**src/rtl/sprite_plotter.sv**
```systemverilog
// Rasterises a press or garbage sprite into one of four columns and streams
// (x, y, colour, plot) pixel writes to vga_adapter, one request per handshake.
module sprite_plotter #(
  parameter int         COL_W     = 40,
  parameter int         PRESS_W   = 40,
  parameter int         PRESS_H   = 60,
  parameter int         PRESS_Y   = 0,
  parameter int         GARB_W    = 20,
  parameter int         GARB_H    = 20,
  parameter int         GARB_XOFF = 10,
  parameter int         GARB_Y    = 90,
  parameter logic [2:0] PRESS_COL = 3'b111,
  parameter logic [2:0] GARB_COL  = 3'b010,
  parameter logic [2:0] BG_COL    = 3'b000
) (
  input  logic       clock,
  input  logic       reset,
  input  logic       req_valid,
  output logic       req_ready,
  input  logic       req_item,
  input  logic       req_erase,
  input  logic [1:0] req_pos,
  output logic [7:0] x,
  output logic [6:0] y,
  output logic [2:0] colour,
  output logic       plot,
  output logic       done
);

  typedef enum logic [1:0] {
    S_IDLE,
    S_PLOT,
    S_DONE
  } state_t;

  state_t     r_state;
  logic       r_item;
  logic       r_erase;
  logic [1:0] r_pos;
  logic [5:0] r_xc;
  logic [5:0] r_yc;

  logic       w_last_x;
  logic       w_last_y;
  logic [5:0] w_nxc;
  logic [5:0] w_nyc;
  logic [7:0] w_x0;
  logic [6:0] w_y0;

  function automatic logic [7:0] f_x0(input logic item, input logic [1:0] pos);
    f_x0 = 8'(COL_W * int'(pos)) + (item ? 8'd0 : 8'(GARB_XOFF));
  endfunction

  function automatic logic [6:0] f_y0(input logic item);
    f_y0 = item ? 7'(PRESS_Y) : 7'(GARB_Y);
  endfunction

  function automatic logic [5:0] f_wm1(input logic item);
    f_wm1 = item ? 6'(PRESS_W - 1) : 6'(GARB_W - 1);
  endfunction

  function automatic logic [5:0] f_hm1(input logic item);
    f_hm1 = item ? 6'(PRESS_H - 1) : 6'(GARB_H - 1);
  endfunction

  function automatic logic [2:0] f_col(input logic item, input logic erase);
    f_col = erase ? BG_COL : (item ? PRESS_COL : GARB_COL);
  endfunction

  always_comb begin
    w_last_x = (r_xc == f_wm1(r_item));
    w_last_y = (r_yc == f_hm1(r_item));
    w_nxc    = w_last_x ? '0 : r_xc + 6'd1;
    w_nyc    = w_last_x ? r_yc + 6'd1 : r_yc;
    w_x0     = f_x0(r_item, r_pos);
    w_y0     = f_y0(r_item);
  end

  // Outputs carry the pixel addressed by (r_xc, r_yc); the accept edge already
  // presents pixel (0,0), so each PLOT edge loads the following pixel.
  always_ff @(posedge clock) begin
    if (reset) begin
      r_state   <= S_IDLE;
      req_ready <= 1'b1;
      plot      <= 1'b0;
      done      <= 1'b0;
      x         <= '0;
      y         <= '0;
      colour    <= '0;
      r_xc      <= '0;
      r_yc      <= '0;
      r_item    <= 1'b0;
      r_erase   <= 1'b0;
      r_pos     <= '0;
    end else begin
      case (r_state)
        S_IDLE: begin
          if (req_valid && req_ready) begin
            r_item    <= req_item;
            r_erase   <= req_erase;
            r_pos     <= req_pos;
            r_xc      <= '0;
            r_yc      <= '0;
            x         <= f_x0(req_item, req_pos);
            y         <= f_y0(req_item);
            colour    <= f_col(req_item, req_erase);
            plot      <= 1'b1;
            req_ready <= 1'b0;
            r_state   <= S_PLOT;
          end
        end
        S_PLOT: begin
          if (w_last_x && w_last_y) begin
            plot    <= 1'b0;
            done    <= 1'b1;
            r_state <= S_DONE;
          end else begin
            r_xc <= w_nxc;
            r_yc <= w_nyc;
            x    <= w_x0 + {2'b00, w_nxc};
            y    <= w_y0 + {1'b0, w_nyc};
          end
        end
        S_DONE: begin
          done      <= 1'b0;
          req_ready <= 1'b1;
          r_state   <= S_IDLE;
        end
        default: begin
          r_state   <= S_IDLE;
          req_ready <= 1'b1;
          plot      <= 1'b0;
          done      <= 1'b0;
        end
      endcase
    end
  end

endmodule
```
**config.mk**
```make
export PLATFORM = sky130hd
export DESIGN_NAME = sprite_plotter
export DESIGN_NICKNAME = d
export VERILOG_FILES = /design/src/rtl/sprite_plotter.sv
export SDC_FILE = /design/constraint.sdc
export NUM_CORES = 1
export LEC_CHECK = 0
export ABC_AREA = 0
export CAP_MARGIN = 20
export CELL_PAD_IN_SITES_DETAIL_PLACEMENT = 0
export CELL_PAD_IN_SITES_GLOBAL_PLACEMENT = 2
export CORE_MARGIN = 4
export CORE_UTILIZATION = 33
export DETAILED_ROUTE_END_ITERATION = 6
export PLACE_DENSITY_LB_ADDON = 0.1
export SETUP_SLACK_MARGIN = 0.3
export SLEW_MARGIN = 20
export SYNTH_ARGS = -nofsm -noshare
export SYNTH_HDL_FRONTEND = slang
export SYNTH_SLANG_ARGS = --single-unit
export TNS_END_PERCENT = 100
```
**constraint.sdc**
```tcl
create_clock -name clock -period 3.5 [get_ports clock]
set_input_delay 0.875 -clock clock [delete_from_list [all_inputs] [get_ports clock]]
set_output_delay 0.875 -clock clock [all_outputs]
set_load 0.05 [all_outputs]
```
# == Word level (Yosys, flattened, before mapping) ==
# Cells that the tools add are included.
# op_classes
n_addsub,6
multipliers,2
eq_ne,7
n_mux,31
bitwise,3
n_reduce_logical,10
# ops
cell,count
$mux W6,7
$mux W7,4
$pmux W6 S2,2
$add A8 B4 Y8,2
$mux W8,2
$pmux W8 S2,1
$pmux W7 S2,1
$add A6 B1 Y6 const B,2
$eq A6 B6 Y1,2
$mul A3 B2 Y5 const A,2
$add A8 B6 Y8,1
$mux W4,2
$reduce_and A2 Y1,4
$add A7 B6 Y7,1
$mux W3,2
$ne A2 B2 Y1 const B,3
$reduce_and A3 Y1,2
$mux W1,4
$mux W2,2
$pmux W1 S2,2
$pmux W2 S2,1
$not A1 Y1,3
$pmux W1 S3,1
$eq A2 B1 Y1 const B,1
4 further kinds,5
# totals
register_bits,38
out_inout_bits,21
wordCells,70

# == Longest topological paths before layout ==
# Gate-level depths: netlist (run 1).
# depth
depth_word,6
depth_mapped,13
ltp_nobuf,13

# == Worst setup path before layout (run 1) ==
# Ideal clock, no wire load.
# synth_timing
kind,reg-to-reg
from,"reg, netlist name x[0]"
to,reg x[6]
setup_time_ns,0.132
t_arrival_ns,2.705
path_slack_ns,0.664
path_stages_with_launch,14
path_buffers,0
period_less_slack_ns,2.836
cell_sequence,dfxtp_1 ha_1 nand2b_1 a21oi_2 or2_2 fa_1 inv_1 ha_1 a21o_1 a21oi_1 xor2_1 nor2_1 a311oi_1 nor3_1
# synth_lines
item,line_no,text
end signal: assignment,104,"x <= f_x0(req_item, req_pos);"
end signal: assignment,120,"x <= w_x0 + {2'b00, w_nxc};"
end: declaration,23,"output logic [7:0] x,"

==> reports/metrics.yaml, run 1 <==
status: "finished clean"
ant_nets: 0
final_area_sq_mm: 0.002484
switchingPower_uw: 334.4
period_needed_ns: 2.977
fp.dieW_microns: 86.13
mostFrequentLayoutCell: "dfxtp_1"
register_area_sq_um: 700.7
synth_seq_area_share_pct: 34.78
fin_worst_skew_ns: 0.007911
syn_avg_cell_area_sq_um: 8.572
grt-ovfl-total: 0
power_density_mw_per_mm2: 451.1
num_io_pins: 28
leakage_uw: 0.0009515
drtIter0Drc: 109
start_util_pct: 34.02
fillers: 618
fmax_ghz: 0.3359
ys_async_sr_fraction_pct: 0
slew_viol_final: 0
vias: 1722
critPathLaunchType: "register"
top_layer: "met4"
r2r_slack_ns: 0.52
cp.arrival_ns: 3.15
wirelength_met1_mm: 2.633
routed-wl-met2_mm: 2.238
final_cell_mix: "dfxtp_1, nand2_1, clkdlybuf4s50_1"
numCtsBuffers: 5
diodes: 0
relSlewSlack_pct: 56.03
crit_path_end_kind: "register"
p_clk_share_pct: 40.0
power.share.switching_pct: 29.85
sequentialPowerShare_pct: 38.9
syn_area_sq_mm: 0.002014
detail_route.first_pass.iterations: 4
holdCritPathClass: "register to register"
fin_crit_sh_pct: 85.05
holdCritStartpoint: "x[5]"
areaGrowthSynthToFinish_pct: 23.29
multi_input_area_sq_mm: 0.001215
fin_setup_tns_ns: 0
syn_nets: 259
cp_max_fo: 6
report.final.hold_viol_count: 0
grt_pass1_vias: 1687
wl_met3_microns: 245
crit_type: "register to register"
dp_hpwl_mm: 3.787
drive_gt1_share_pct: 10.34
antenna_found_initial: 0
synthCells: 235
path_clk_slew_ns: 0.08
grt_pass1_wl_mm: 8.659
gp_congestion: 0.7711
p_comb_share_pct: 21.1
drv_cap: 0
holdWs_ns: 0.4611
r2r-start: "x[0]"
synth_edf_count: 0
vias_per_cell: 5.125
intPower_uw: 785.9
drc_errors: 0
tightest_slew_ns: 0.6571
hold_buffers: 0
num_rows: 28
synthFlopType: "dfxtp_1"
yosysWarningCount: 0
clk_path_buf_depth: 2
die-height_microns: 86.13
core_sq_mm: 0.005921
fin_util_pct: 41.95
clkSinkCount: 35
vdd_drop_max_mv: 0.2010
grt_usage_pct: 15.00
synth-seq-cells: 35
cts_tree: "built"
io_buffers: 27
grt_max_degree: 18
clock-root-buffer: "clkbuf_8"
setup_viol: 0
p_total_uw: 1120
wirelength_mm: 5.181
die-area_sq_mm: 0.007418
ys_types: 53
cts-htree-levels: 2
rsz0062_at_grt: "false"
placed_area_sq_mm: 0.002332
nets: 284
cp.required_ns: 3.67
critPathLaunch: "x[0]"
routedWlPerCell_microns: 15.42
clock_latency_ns: 0.29
==> path summary, 6_finish.rpt <==
| check | depth (start not counted) | endpoint |
|---|---|---|
| max | 13 | x[6] |
| min | 2 | x[5] |
| max reg2reg | 13 | x[6] |
| min reg2reg | 2 | x[5] |
==> flip-flops by register name (all words and copies together), names as in the netlist <==
register,flops
x,8
y,7
r_xc,5
r_yc,5
colour,2
r_pos,2
r_state,2
done,1
plot,1
r_item,1
req_ready,1
==> through the flow <==
stage	worst slack (ns)	instances
floorplan	0.6635	235
global placement	0.4108	328
detailed placement	0.4537	328
CTS	0.4106	336
global route	0.3340	336
finish	0.5231	336
==> cells in the mapped netlist (all sizes together) (2+ instances only) <==
master | n | area, sq um
a211oi | 6 | 62.56
clkbuf | 6 | 22.52
nand2 | 27 | 101.4
xnor2 | 9 | 78.83
buf | 8 | 61.30
inv | 8 | 30.03
xor2 | 4 | 35.03
o211ai | 2 | 15.01
dfxtp | 35 | 700.7
nand4 | 2 | 12.51
ha | 16 | 200.2
nand3 | 10 | 50.05
or3 | 3 | 18.77
o21ai | 10 | 50.05
a31oi | 5 | 31.28
nand2b | 6 | 37.54
nor2 | 20 | 82.58
a311oi | 2 | 17.52
and2 | 2 | 12.52
a21oi | 19 | 102.6
nor3 | 7 | 40.04
a22o | 7 | 62.56
and3 | 2 | 13.77
a21o | 2 | 16.27
==> metal layers <==
| metal | vias to the layer above | GRT usage (%) |
|---|---|---|
| met3 | 7 | 3.458 |
| li1 | 883 | - |
| met2 | 42 | 22.70 |
| met4 | 0 | 5.180 |
| met5 | - | 0 |
| met1 | 790 | 20.83 |
==> power by group through the flow <==
stage	clock network (uW)	logic [uW]	registers [uW]
after floorplan	0	102	505
after global placement	0	242	445
after detailed placement	0	239	445
after CTS	458	240	436
after global routing	482	257	439
final	448	236	436
==> cell families (layout without fill, tap and decap cells) <==
family	count (synthesis)	after routing	share of synthesized area, %
XOR/XNOR	13	13	5.652
buffers and inverters	22	48	5.652
AND/OR/NAND/NOR	86	86	21.31
flip-flops	35	35	34.78
multiplexers	2	2	1.056
AO/OA/AOI/OAI	60	60	20.62
adder cells (fa/ha/maj)	17	17	10.93
==> final cells by class <==
type	instances	area share [%]
tap	75	3.778
clock buffer	5	2.771
timing repair buffer	32	12.39
clock inverter	3	2.720
inverter	8	1.209
multi-input combinational	178	48.92
sequential	35	28.21
==> worst max-delay path, cell delays in order (launching register included) <==
cell      delay [ns]
dfxtp_1         0.35
ha_1            0.29
nand2b_4        0.14
a21oi_4         0.06
or2_2           0.34
fa_1            0.52
inv_1           0.05
ha_1            0.21
a21o_1          0.18
a21oi_1         0.16
xor2_1          0.17
nor2_1          0.06
a311oi_1        0.27
nor3_1          0.07
==> what timing repair did <==
action / in CTS / in global routing
setup endpoints to repair: 0 / 2
buffers inserted: 0 / 0
gates resized for setup: 0 / 2
Note: power is estimated with default switching activity, not from simulation.
==> inputs of run 2 (changes only) <==
HOLD_SLACK_MARGIN = 0.03   (was unset)
SLEW_MARGIN = 40   (was 20)
==> results of run 2 <==
Same layout as run 1: the final DEF is identical, and so are final timing and power.
